<file path="config.mk">
export PLATFORM = sky130hd
export DESIGN_NAME = muldiv_sequencer
export DESIGN_NICKNAME = d
export VERILOG_FILES = /design/src/rtl/muldiv_pkg.sv /design/src/rtl/muldiv_step.sv /design/src/rtl/muldiv_sequencer.sv
export SDC_FILE = /design/constraint.sdc
export NUM_CORES = 1
export LEC_CHECK = 0
export ABC_AREA = 1
export CAP_MARGIN = 20
export CORE_MARGIN = 3
export CORE_UTILIZATION = 35
export CTS_CLUSTER_DIAMETER = 60
export DETAILED_ROUTE_END_ITERATION = 8
export DONT_BUFFER_PORTS = 1
export PLACE_DENSITY = 0.52
export SKIP_CTS_REPAIR_TIMING = 1
export SLEW_MARGIN = 20
export SYNTH_ARGS = -nofsm -noshare
export SYNTH_HDL_FRONTEND = slang
export SYNTH_SLANG_ARGS = --single-unit
</file>
<file path="constraint.sdc">
create_clock -name i_clk -period 4.9 [get_ports i_clk]
set_clock_uncertainty 0.2 [all_clocks]
set_input_delay 0.98 -clock i_clk [delete_from_list [all_inputs] [get_ports i_clk]]
set_output_delay 0.98 -clock i_clk [all_outputs]
set_load 0.005 [all_outputs]
</file>
<file path="src/rtl/muldiv_pkg.sv">
// Shared types and constants for the iterative multiply/divide sequencer.
package muldiv_pkg;

  localparam int unsigned DEF_WIDTH = 64;
  localparam int unsigned DEF_TAG_W = 5;

  typedef logic [1:0] state_t;

  localparam state_t ST_IDLE = 2'd0;
  localparam state_t ST_MUL  = 2'd1;
  localparam state_t ST_DIV  = 2'd2;
  localparam state_t ST_DONE = 2'd3;

  typedef enum logic {
    OP_MUL = 1'b0,
    OP_DIV = 1'b1
  } op_t;

  function automatic int unsigned cnt_width(input int unsigned width);
    return (width < 2) ? 1 : $clog2(width);
  endfunction

endpackage

</file>
<file path="src/rtl/muldiv_step.sv">
// One combinational iteration: shift-add multiply step or restoring divide step.
module muldiv_step
  import muldiv_pkg::*;
#(
  parameter int unsigned WIDTH = DEF_WIDTH
) (
  input  op_t              i_op,
  input  logic [WIDTH-1:0] i_acc,
  input  logic [WIDTH-1:0] i_opnd,
  input  logic             i_bit,
  output logic [WIDTH-1:0] o_acc,
  output logic             o_bit
);

  logic [WIDTH:0] w_sum;
  logic [WIDTH:0] w_shift;
  logic [WIDTH:0] w_diff;

  always_comb begin
    w_sum   = {1'b0, i_acc} + (i_bit ? {1'b0, i_opnd} : {(WIDTH + 1){1'b0}});
    w_shift = {i_acc, i_bit};
    // Remainder stays below the divisor, so bit WIDTH of the difference is the borrow.
    w_diff  = w_shift - {1'b0, i_opnd};
    if (i_op == OP_MUL) begin
      o_acc = w_sum[WIDTH:1];
      o_bit = w_sum[0];
    end else if (!w_diff[WIDTH]) begin
      o_acc = w_diff[WIDTH-1:0];
      o_bit = 1'b1;
    end else begin
      o_acc = w_shift[WIDTH-1:0];
      o_bit = 1'b0;
    end
  end

endmodule

</file>
<file path="src/rtl/muldiv_sequencer.sv">
// Bit-serial unsigned multiply/divide unit with pipeline stall, flush and tagged writeback.
module muldiv_sequencer
  import muldiv_pkg::*;
#(
  parameter int unsigned WIDTH = DEF_WIDTH,
  parameter int unsigned TAG_W = DEF_TAG_W
) (
  input  logic             i_clk,
  input  logic             i_rst_n,
  input  logic             i_req_valid,
  output logic             o_req_ready,
  input  logic             i_req_mult,
  input  logic             i_req_div,
  input  logic [WIDTH-1:0] i_req_a,
  input  logic [WIDTH-1:0] i_req_b,
  input  logic [TAG_W-1:0] i_req_tag,
  input  logic             i_flush,
  output logic             o_stall,
  output logic             o_busy,
  output logic             o_done,
  output logic [WIDTH-1:0] o_res_lo,
  output logic [WIDTH-1:0] o_res_hi,
  output logic [TAG_W-1:0] o_res_tag,
  output logic             o_div_by_zero
);

  localparam int unsigned CW = cnt_width(WIDTH);
  localparam logic [CW-1:0] LAST = CW'(WIDTH - 1);

  state_t           r_state, w_state_nxt;
  logic [CW-1:0]    r_cnt, w_cnt_nxt;
  logic [WIDTH-1:0] r_opnd, w_opnd_nxt;
  logic [WIDTH-1:0] r_acc, w_acc_nxt;
  logic [WIDTH-1:0] r_shift, w_shift_nxt;
  logic [TAG_W-1:0] r_tag, w_tag_nxt;
  logic [WIDTH-1:0] r_res_lo, w_res_lo_nxt;
  logic [WIDTH-1:0] r_res_hi, w_res_hi_nxt;
  logic [TAG_W-1:0] r_res_tag, w_res_tag_nxt;
  logic             r_dbz, w_dbz_nxt;

  op_t              w_op;
  logic             w_step_bit;
  logic [WIDTH-1:0] w_step_acc;
  logic             w_accept;

  assign w_op = (r_state == ST_DIV) ? OP_DIV : OP_MUL;

  muldiv_step #(
    .WIDTH(WIDTH)
  ) u_step (
    .i_op  (w_op),
    .i_acc (r_acc),
    .i_opnd(r_opnd),
    .i_bit ((w_op == OP_MUL) ? r_shift[0] : r_shift[WIDTH-1]),
    .o_acc (w_step_acc),
    .o_bit (w_step_bit)
  );

  assign o_busy      = (r_state == ST_MUL) || (r_state == ST_DIV);
  assign o_req_ready = ((r_state == ST_IDLE) || (r_state == ST_DONE)) && !i_flush;
  assign o_stall     = (i_req_valid && !o_req_ready) || o_busy;
  assign o_done      = (r_state == ST_DONE);
  assign w_accept    = i_req_valid && o_req_ready && (i_req_mult || i_req_div);

  assign o_res_lo      = r_res_lo;
  assign o_res_hi      = r_res_hi;
  assign o_res_tag     = r_res_tag;
  assign o_div_by_zero = r_dbz;

  always_comb begin
    w_state_nxt   = r_state;
    w_cnt_nxt     = r_cnt;
    w_opnd_nxt    = r_opnd;
    w_acc_nxt     = r_acc;
    w_shift_nxt   = r_shift;
    w_tag_nxt     = r_tag;
    w_res_lo_nxt  = r_res_lo;
    w_res_hi_nxt  = r_res_hi;
    w_res_tag_nxt = r_res_tag;
    w_dbz_nxt     = r_dbz;
    if (i_flush) begin
      w_state_nxt = ST_IDLE;
    end else if (w_accept) begin
      w_tag_nxt = i_req_tag;
      w_cnt_nxt = '0;
      w_acc_nxt = '0;
      if (i_req_mult) begin
        w_state_nxt = ST_MUL;
        w_opnd_nxt  = i_req_a;
        w_shift_nxt = i_req_b;
      end else begin
        w_opnd_nxt  = i_req_b;
        w_shift_nxt = i_req_a;
        if (i_req_b == '0) begin
          // Divide by zero resolves immediately without iterating.
          w_state_nxt   = ST_DONE;
          w_res_lo_nxt  = '1;
          w_res_hi_nxt  = i_req_a;
          w_res_tag_nxt = i_req_tag;
          w_dbz_nxt     = 1'b1;
        end else begin
          w_state_nxt = ST_DIV;
        end
      end
    end else begin
      case (r_state)
        ST_MUL, ST_DIV: begin
          w_acc_nxt   = w_step_acc;
          w_shift_nxt = (w_op == OP_MUL) ? {w_step_bit, r_shift[WIDTH-1:1]}
                                         : {r_shift[WIDTH-2:0], w_step_bit};
          w_cnt_nxt   = r_cnt + 1'b1;
          if (r_cnt == LAST) begin
            w_state_nxt   = ST_DONE;
            w_res_hi_nxt  = w_step_acc;
            w_res_lo_nxt  = w_shift_nxt;
            w_res_tag_nxt = r_tag;
            w_dbz_nxt     = 1'b0;
          end
        end
        ST_DONE: w_state_nxt = ST_IDLE;
        default: w_state_nxt = r_state;
      endcase
    end
  end

  always_ff @(posedge i_clk or negedge i_rst_n) begin
    if (!i_rst_n) begin
      r_state   <= ST_IDLE;
      r_cnt     <= '0;
      r_opnd    <= '0;
      r_acc     <= '0;
      r_shift   <= '0;
      r_tag     <= '0;
      r_res_lo  <= '0;
      r_res_hi  <= '0;
      r_res_tag <= '0;
      r_dbz     <= 1'b0;
    end else begin
      r_state   <= w_state_nxt;
      r_cnt     <= w_cnt_nxt;
      r_opnd    <= w_opnd_nxt;
      r_acc     <= w_acc_nxt;
      r_shift   <= w_shift_nxt;
      r_tag     <= w_tag_nxt;
      r_res_lo  <= w_res_lo_nxt;
      r_res_hi  <= w_res_hi_nxt;
      r_res_tag <= w_res_tag_nxt;
      r_dbz     <= w_dbz_nxt;
    end
  end

endmodule
</file>
==> impl_metrics.json, run 1 <==
{
  "synth_adder_area_share": 0.0603,
  "final_hold_violating_endpoints": 69,
  "failed_checks": "hold timing",
  "path_common_cell": "nand2_1",
  "number_of_buffers_added_by_the_clock_tree_synthesis_step": 41,
  "synth_top_flop_cell": "dfrtp_1",
  "timing.final.setup_violations": 0,
  "drc_errors": 0,
  "core_sq_um": 79100,
  "yosys_register_bits": 339,
  "synth_top_family_by_area": "simple AND/OR/NAND/NOR gates",
  "top_post_synthesis_cells_by_area": "dfrtp_1, nand2_1, inv_1",
  "end_kind": "flip-flop",
  "ctsLongestPathBuffers": 3,
  "power_switching_share": 0.556,
  "p_sw_mw": 12.9,
  "grt_pass1_vias": 28114,
  "number_of_antenna_violations_at_the_first_check_in_global_routing": 0,
  "worstReg2RegStart": "r_state[0]",
  "routed_via_density": 5.29,
  "route.final.wire_length_mm": 124,
  "synth-warning-count": 0,
  "cp-start-kind": "flip-flop",
  "rr_endpoint": "o_res_hi[57]",
  "worst_slew_pin_slew_ns": 0.964,
  "gp_congestion": 1.02,
  "area.growth.synth_to_final_pct": 8.65,
  "placementRows": 103,
  "period_share": 0.869,
  "post_synth_and_or_nand_nor_area_fraction": 0.352,
  "die_height_um": 289,
  "total_leakage_power_nw": 16.0,
  "cpMaxStageDelayCell": "o211ai_1",
  "worstPathCellList": "inv_1 > ha_4 > nand2_1 > o21ai_0 > inv_2 > buf_4 > nor2_1 > ha_1 > nand2_1 > nor2_1 > inv_1 > nor2_1 > inv_1 > o211ai_1 > nand2_1 > nand2_1 > nand2_1 > nand3_1 > nand2_1 > nand2_1 > nand2_1",
  "capture_point_of_the_critical_path": "o_res_hi[57]",
  "clock_tree_from_tritoncts": "yes",
  "critPathKind": "flip-flop to flip-flop",
  "h-tree-depth": 2,
  "clock_power_share": 0.141,
  "critPathMaxStageDelay_ns": 0.56,
  "antennaDiodeCount": 0,
  "grt_overall_usage": 0.291,
  "fin_hold_ws_ns": -0.0643,
  "most_used_standard_cell_by_instance_count_after_synthesis": "nand2_1",
  "numClockSinks": 339,
  "clkTransAtPathRegs_ns": 0.06,
  "cell_internal_pwr_mw": 10.3,
  "global_route.overflow_total": 0,
  "ant_nets": 0,
  "synth_xor_xnor_area_share": 0.00968,
  "post_synth_top_area_cell": "dfrtp_1",
  "post-place-cells": 5484,
  "pwr-share-seq": 0.231,
  "num_io_pins": 277,
  "layout-drive-gt1-share": 0.0350,
  "synth.yosys.seq_area_share": 0.303,
  "maximum_number_of_pins_on_one_net_before_global_route_repair": 340,
  "run_status": "finished, violations left",
  "initial_core_util": 0.354,
  "setup.reg_to_reg.worst_slack_ns": 0.64,
  "grt_setup_unrepaired": "false",
  "synth.mux.area_fraction": 0.000357,
  "drv_cap": 0,
  "synth_top_cells_by_count": "nand2_1, inv_1, nor2_1",
  "dpl.hpwl_mm": 99.1,
  "route.vias.total": 29420,
  "synth-edff-count": 0,
  "power.density_cell_area_nw_per_um2": 760,
  "yosysUniqueCellTypes": 45,
  "clock_latency_ns": 0.57,
  "clock-root-buffer": "clkbuf_16",
  "crit_fanout": 39,
  "post_layout_nonfiller_instances": 5560,
  "first_pass_grt_wire_length_mm": 183,
  "synth-compound-area-share": 0.147,
  "timing.fmax_mhz": 235,
  "synthesis.nets": 4825,
  "drtPass1Iterations": 7,
  "power.ir.vdd_worst_mv": 0.488,
  "timing.hold.worst.class": "primary input to asynchronous set/reset pin",
  "synth_largest_type_area_fraction": 0.303,
  "synth.avg_cell_area_sq_um": 6.16,
  "port_buffer_cells": 0,
  "data_required_time_at_the_worst_endpoint_ns": 5.16,
  "die_area_sq_um": 83500,
  "timing.slew.headroom": 0.356,
  "dieWidth_um": 289,
  "routedWlPerCell_um": 22.4,
  "asyncSetResetFlopFracSynth": 1.00,
  "net_total_in_the_final_layout": 4751,
  "worst_r2r_path_depth": 21,
  "synthesis.area_sq_um": 28000,
  "period_needed_ns": 4.26,
  "syn-instance-count": 4552,
  "tns_ns": 0,
  "p_comb_frac": 0.629,
  "fin_max_slew_vios": 0,
  "cp-startpoint": "r_state[0]",
  "detailedRoute.firstIterationViolations": 2631,
  "cp.arrival_ns": 4.51
}
area by class of cell:
type / count / area, sq um
clock buffers: 54 / 1160
inverters: 768 / 2890
clock inverters: 21 / 256
well taps: 1050 / 1310
fillers: 8855 / 48700
repair buffers: 35 / 349
flip-flops and latches: 339 / 8480
multi-input cells: 3293 / 16000
routing by layer:
layer	wire, um	global-route usage	up-vias
met5	0	0	-
met4	3660	0.0781	0
met3	10600	0.0563	166
met2	52900	0.440	1113
met1	57200	0.423	13892
li1	-	-	14249
cells in the final DEF (no fill, tap or decap), types with 5 or more instances in the layout:
cell,count
clkinv_2,10
a211oi_1,7
o21ai_0,192
nand3_2,14
nand4_1,24
buf_12,5
a21o_1,9
or2_2,6
ha_1,131
buf_4,28
nor3_1,26
nor4_1,22
a31oi_1,6
o221ai_1,70
nand3b_1,26
o211ai_1,58
nand2_2,10
nand3_1,191
xnor2_1,25
o21ai_1,52
o2111ai_1,56
clkbuf_16,41
inv_2,7
dfrtp_1,339
nand2_1,1591
o21bai_1,17
and2_1,10
inv_1,757
clkbuf_8,9
nor2_1,519
a21oi_1,198
xor2_1,6
state kept, by name, indices dropped and copies added, names as in the netlist:
name,cells
o_div_by_zero,1
o_res_hi,64
o_res_lo,64
o_res_tag,5
r_acc,64
r_cnt,6
r_opnd,64
r_shift,64
r_state,2
r_tag,5
worst min path at each step:
stage                         from      endpoint  slack, ns
after CTS                  i_rst_n     r_acc[58]      -0.11
after floorplan           r_tag[4]      r_tag[4]       0.24
after global routing       i_rst_n  o_res_hi[43]      -0.09
after global placement    r_tag[4]      r_tag[4]       0.26
after detailed placement  r_tag[3]      r_tag[3]       0.26
final                      i_rst_n  o_res_hi[63]      -0.06
power by group through the flow:
| stage | Combinational, mW | Clock (mW) | Sequential (mW) |
|---|---|---|---|
| final | 14.6 | 3.26 | 5.34 |
| after global placement | 14.2 | 0 | 5.35 |
| after global routing | 16.1 | 3.42 | 5.44 |
| after detailed placement | 14.2 | 0 | 5.32 |
| after CTS | 14.3 | 3.32 | 5.30 |
| after floorplan | 9.86 | 0 | 4.73 |
cells by family after synthesis:
| logic type | Yosys count |
|---|---|
| DFF | 339 |
| muxes | 1 |
| adders and majority gates | 134 |
| AOI/OAI and AO/OA | 675 |
| xor gates and xnor gates | 31 |
| buffers and inverters | 920 |
| and+or+nand+nor | 2452 |
stage by stage:
step	instance area [sq um]	utilization	power [mW]	setup slack (ns)
after floorplan	28000	-	14.6	1.20
after global placement	29000	0.367	19.6	0.675
after detailed placement	29000	0.367	19.5	0.666
after CTS	30400	0.385	22.9	0.649
after global routing	30500	0.385	25.0	0.380
final	30500	0.385	23.2	0.642
critical path: cells and delay by family (launching register included):
family / cells / cell delay, ns
AND/OR/NAND/NOR: 12 / 1.41
AO/OA/AOI/OAI: 2 / 0.74
buffers and inverters: 5 / 0.86
adder cells (fa/ha/maj): 2 / 0.58
flip-flops: 1 / 0.37
Note: power is estimated with default switching activity, not from simulation.
==> run 2: changes to the inputs <==
ABC_CLOCK_PERIOD_IN_PS = 4900   (was not set)
CAP_MARGIN = not set   (was 20)
SKIP_CTS_REPAIR_TIMING = not set   (was 1)
==> results of run 2 <==
Same layout as run 1: the final DEF is identical, and so are final timing and power.
==> run 3: changes to the inputs <==
DONT_BUFFER_PORTS = not set   (was 1)
PLACE_DENSITY = 0.56   (was 0.52)
==> run 3 against run 2 <==
The run now ends clean. Sequential share of layout area fell by 2.4 points. Combinational power rose by 9%. First-iteration DRC count rose by 22%. Critical path depth did not move. Utilization rose by 3.6 points. Final area rose by 9.2%. Largest cell class unchanged.
==> impl_metrics.json, run 3 (synthesis gave the netlist of run 1 again) <==
{
  "timing.hold.worst.class": "primary input to asynchronous set/reset pin",
  "maximum_number_of_pins_on_one_net_before_global_route_repair": 93,
  "net_total_in_the_final_layout": 5030,
  "routed_via_density": 5.22,
  "route.final.wire_length_mm": 125,
  "power.ir.vdd_worst_mv": 0.515,
  "routedWlPerCell_um": 21.4,
  "initial_core_util": 0.354,
  "dieWidth_um": 289,
  "routed-wl-met2_mm": 52.7,
  "report.power.total_mw": 24.3,
  "worstReg2RegStart": "r_state[0]",
  "die_height_um": 289,
  "clock_latency_ns": 0.57,
  "timing.fmax_mhz": 239,
  "h-tree-depth": 2,
  "placementRows": 103,
  "timing.final.setup_violations": 0,
  "clkTransAtPathRegs_ns": 0.06,
  "critPathMaxStageDelay_ns": 0.40,
  "first_pass_grt_wire_length_mm": 185,
  "power.density_cell_area_nw_per_um2": 731,
  "dr_wl_met3_mm": 9.72,
  "dpl.hpwl_mm": 101,
  "num_io_pins": 277,
  "final_hold_violating_endpoints": 0,
  "clock-root-buffer": "clkbuf_16",
  "global_route.overflow_total": 0,
  "postLayoutCoreUtil": 0.421,
  "layout.cells.most_common": "nand2_1",
  "cpMaxStageDelayCell": "o21bai_1",
  "drv_cap": 0,
  "layout-drive-gt1-share": 0.0320,
  "ant_nets": 0,
  "end_kind": "flip-flop",
  "period_share": 0.853,
  "cp-start-kind": "flip-flop",
  "ctsLongestPathBuffers": 3,
  "period_needed_ns": 4.18,
  "cts_hold_buffers": 0,
  "data_required_time_at_the_worst_endpoint_ns": 5.15,
  "post-cts-setup-buffers": 0,
  "drc_errors": 0,
  "critPathKind": "flip-flop to flip-flop",
  "post-place-cells": 5763,
  "fin_hold_ws_ns": 0.184,
  "tns_ns": 0,
  "worst_slew_pin_slew_ns": 1.11,
  "cp.arrival_ns": 4.43,
  "number_of_antenna_violations_at_the_first_check_in_global_routing": 2,
  "grt_pass1_vias": 28811,
  "worst_r2r_path_depth": 21,
  "grt_overall_usage": 0.294,
  "drtPass1Iterations": 6,
  "clock_tree_from_tritoncts": "yes",
  "met1_length_mm": 58.5,
  "setup.reg_to_reg.worst_slack_ns": 0.72,
  "number_of_buffers_added_by_the_clock_tree_synthesis_step": 41,
  "numClockSinks": 339,
  "post_layout_nonfiller_instances": 5839,
  "timing.critical_path.max_delay_family": "simple AND/OR/NAND/NOR gates",
  "path_common_cell": "nand2_1",
  "worstPathCellList": "inv_1 > ha_4 > nand2_1 > o21ai_0 > inv_2 > buf_12 > nor2_1 > ha_1 > nand2_1 > nor2_1 > inv_1 > nor3_1 > inv_1 > o21bai_1 > nand3_1 > nand2_1 > nand2_1 > nand3_1 > nand2_1 > nand2_1 > nand2_1",
  "gp_congestion": 0.987,
  "detailedRoute.firstIterationViolations": 3219,
  "highest_layer": "met5",
  "run_status": "completed",
  "total_leakage_power_nw": 17.1,
  "route.vias.total": 30463,
  "layout.cells.most_common_list": "nand2_1, inv_1, nor2_1, dfrtp_1, clkdlybuf4s50_1",
  "area.growth.synth_to_final_pct": 18.7,
  "timing.slew.headroom": 0.260,
  "fin_max_slew_vios": 0,
  "rr_endpoint": "o_res_hi[48]",
  "critical_path.n_buffers_inverters": 5,
  "crit_fanout": 63,
  "grt_setup_unrepaired": "false",
  "postCtsResizedCells": 0,
  "port_buffer_cells": 276,
  "die_area_sq_um": 83500,
  "core_sq_um": 79100
}
==> run 3: cell types whose count changed in the layout (fill, tap and decap cells not counted) <==
cell / change
clkinv_4: -2
bufinv_16: +2
inv_6: +1
inv_8: -1
clkbuf_8: -4
clkdlybuf4s50_1: +275
buf_12: +4
clkinv_8: -2
buf_8: +1
clkinvlp_4: +2
clkinv_2: -5
diode_2: +1
buf_6: -1
clkbuf_1: +8
==> run 3: stage by stage <==
stage,worst slack [ns],instance area (sq um)
after CTS,0.749,33200
after global routing,0.376,33300
final,0.721,33300
after detailed placement,0.511,31900
after global placement,0.498,31900
after floorplan,1.20,28000
==> run 3: cell type report <==
type,instances,area (sq um)
well taps,1050,1310
repair buffers,314,3190
diodes,1,2.50
clock buffers,58,1140
clock inverters,16,254
inverters,768,2890
fillers,8657,45900
multi-input cells,3293,16000
flip-flops and latches,339,8480
==> run 3: where the power goes <==
part / leakage (nW) / internal, mW / switching [mW]
sequential: 4.30 / 4.06 / 1.10
clock: 0.675 / 1.95 / 1.30
combinational: 12.1 / 5.32 / 10.6
==> run 3: how the worst max path moves through the flow <==
| stage | from | to | slack [ns] | cells after the start |
|---|---|---|---|---|
| detailed placement | i_req_b[33] | o_res_hi[52] | 0.51 | 11 |
| CTS | r_state[0] | o_res_hi[48] | 0.75 | 21 |
| global placement | i_req_b[33] | o_res_hi[52] | 0.50 | 11 |
| global route | r_state[0] | o_res_hi[48] | 0.38 | 21 |
| floorplan | r_state[0] | r_acc[54] | 1.20 | 29 |
| finish | r_state[0] | o_res_hi[48] | 0.72 | 21 |
==> run 3: worst reg2reg max path: stages (launching register included) <==
cell and delay, ns:
dfrtp_1 0.37, inv_1 0.08, ha_4 0.18, nand2_1 0.08
o21ai_0 0.17, inv_2 0.13, buf_12 0.23, nor2_1 0.16
ha_1 0.38, nand2_1 0.12, nor2_1 0.24, inv_1 0.14
nor3_1 0.36, inv_1 0.08, o21bai_1 0.40, nand3_1 0.17
nand2_1 0.10, nand2_1 0.05, nand3_1 0.12, nand2_1 0.15
nand2_1 0.09, nand2_1 0.05
==> run 3: routing by layer <==
| layer | vias to the layer above | GRT usage |
|---|---|---|
| met5 | - | 0 |
| met4 | 2 | 0.0903 |
| met3 | 178 | 0.0464 |
| met2 | 1242 | 0.436 |
| met1 | 14221 | 0.437 |
| li1 | 14820 | - |
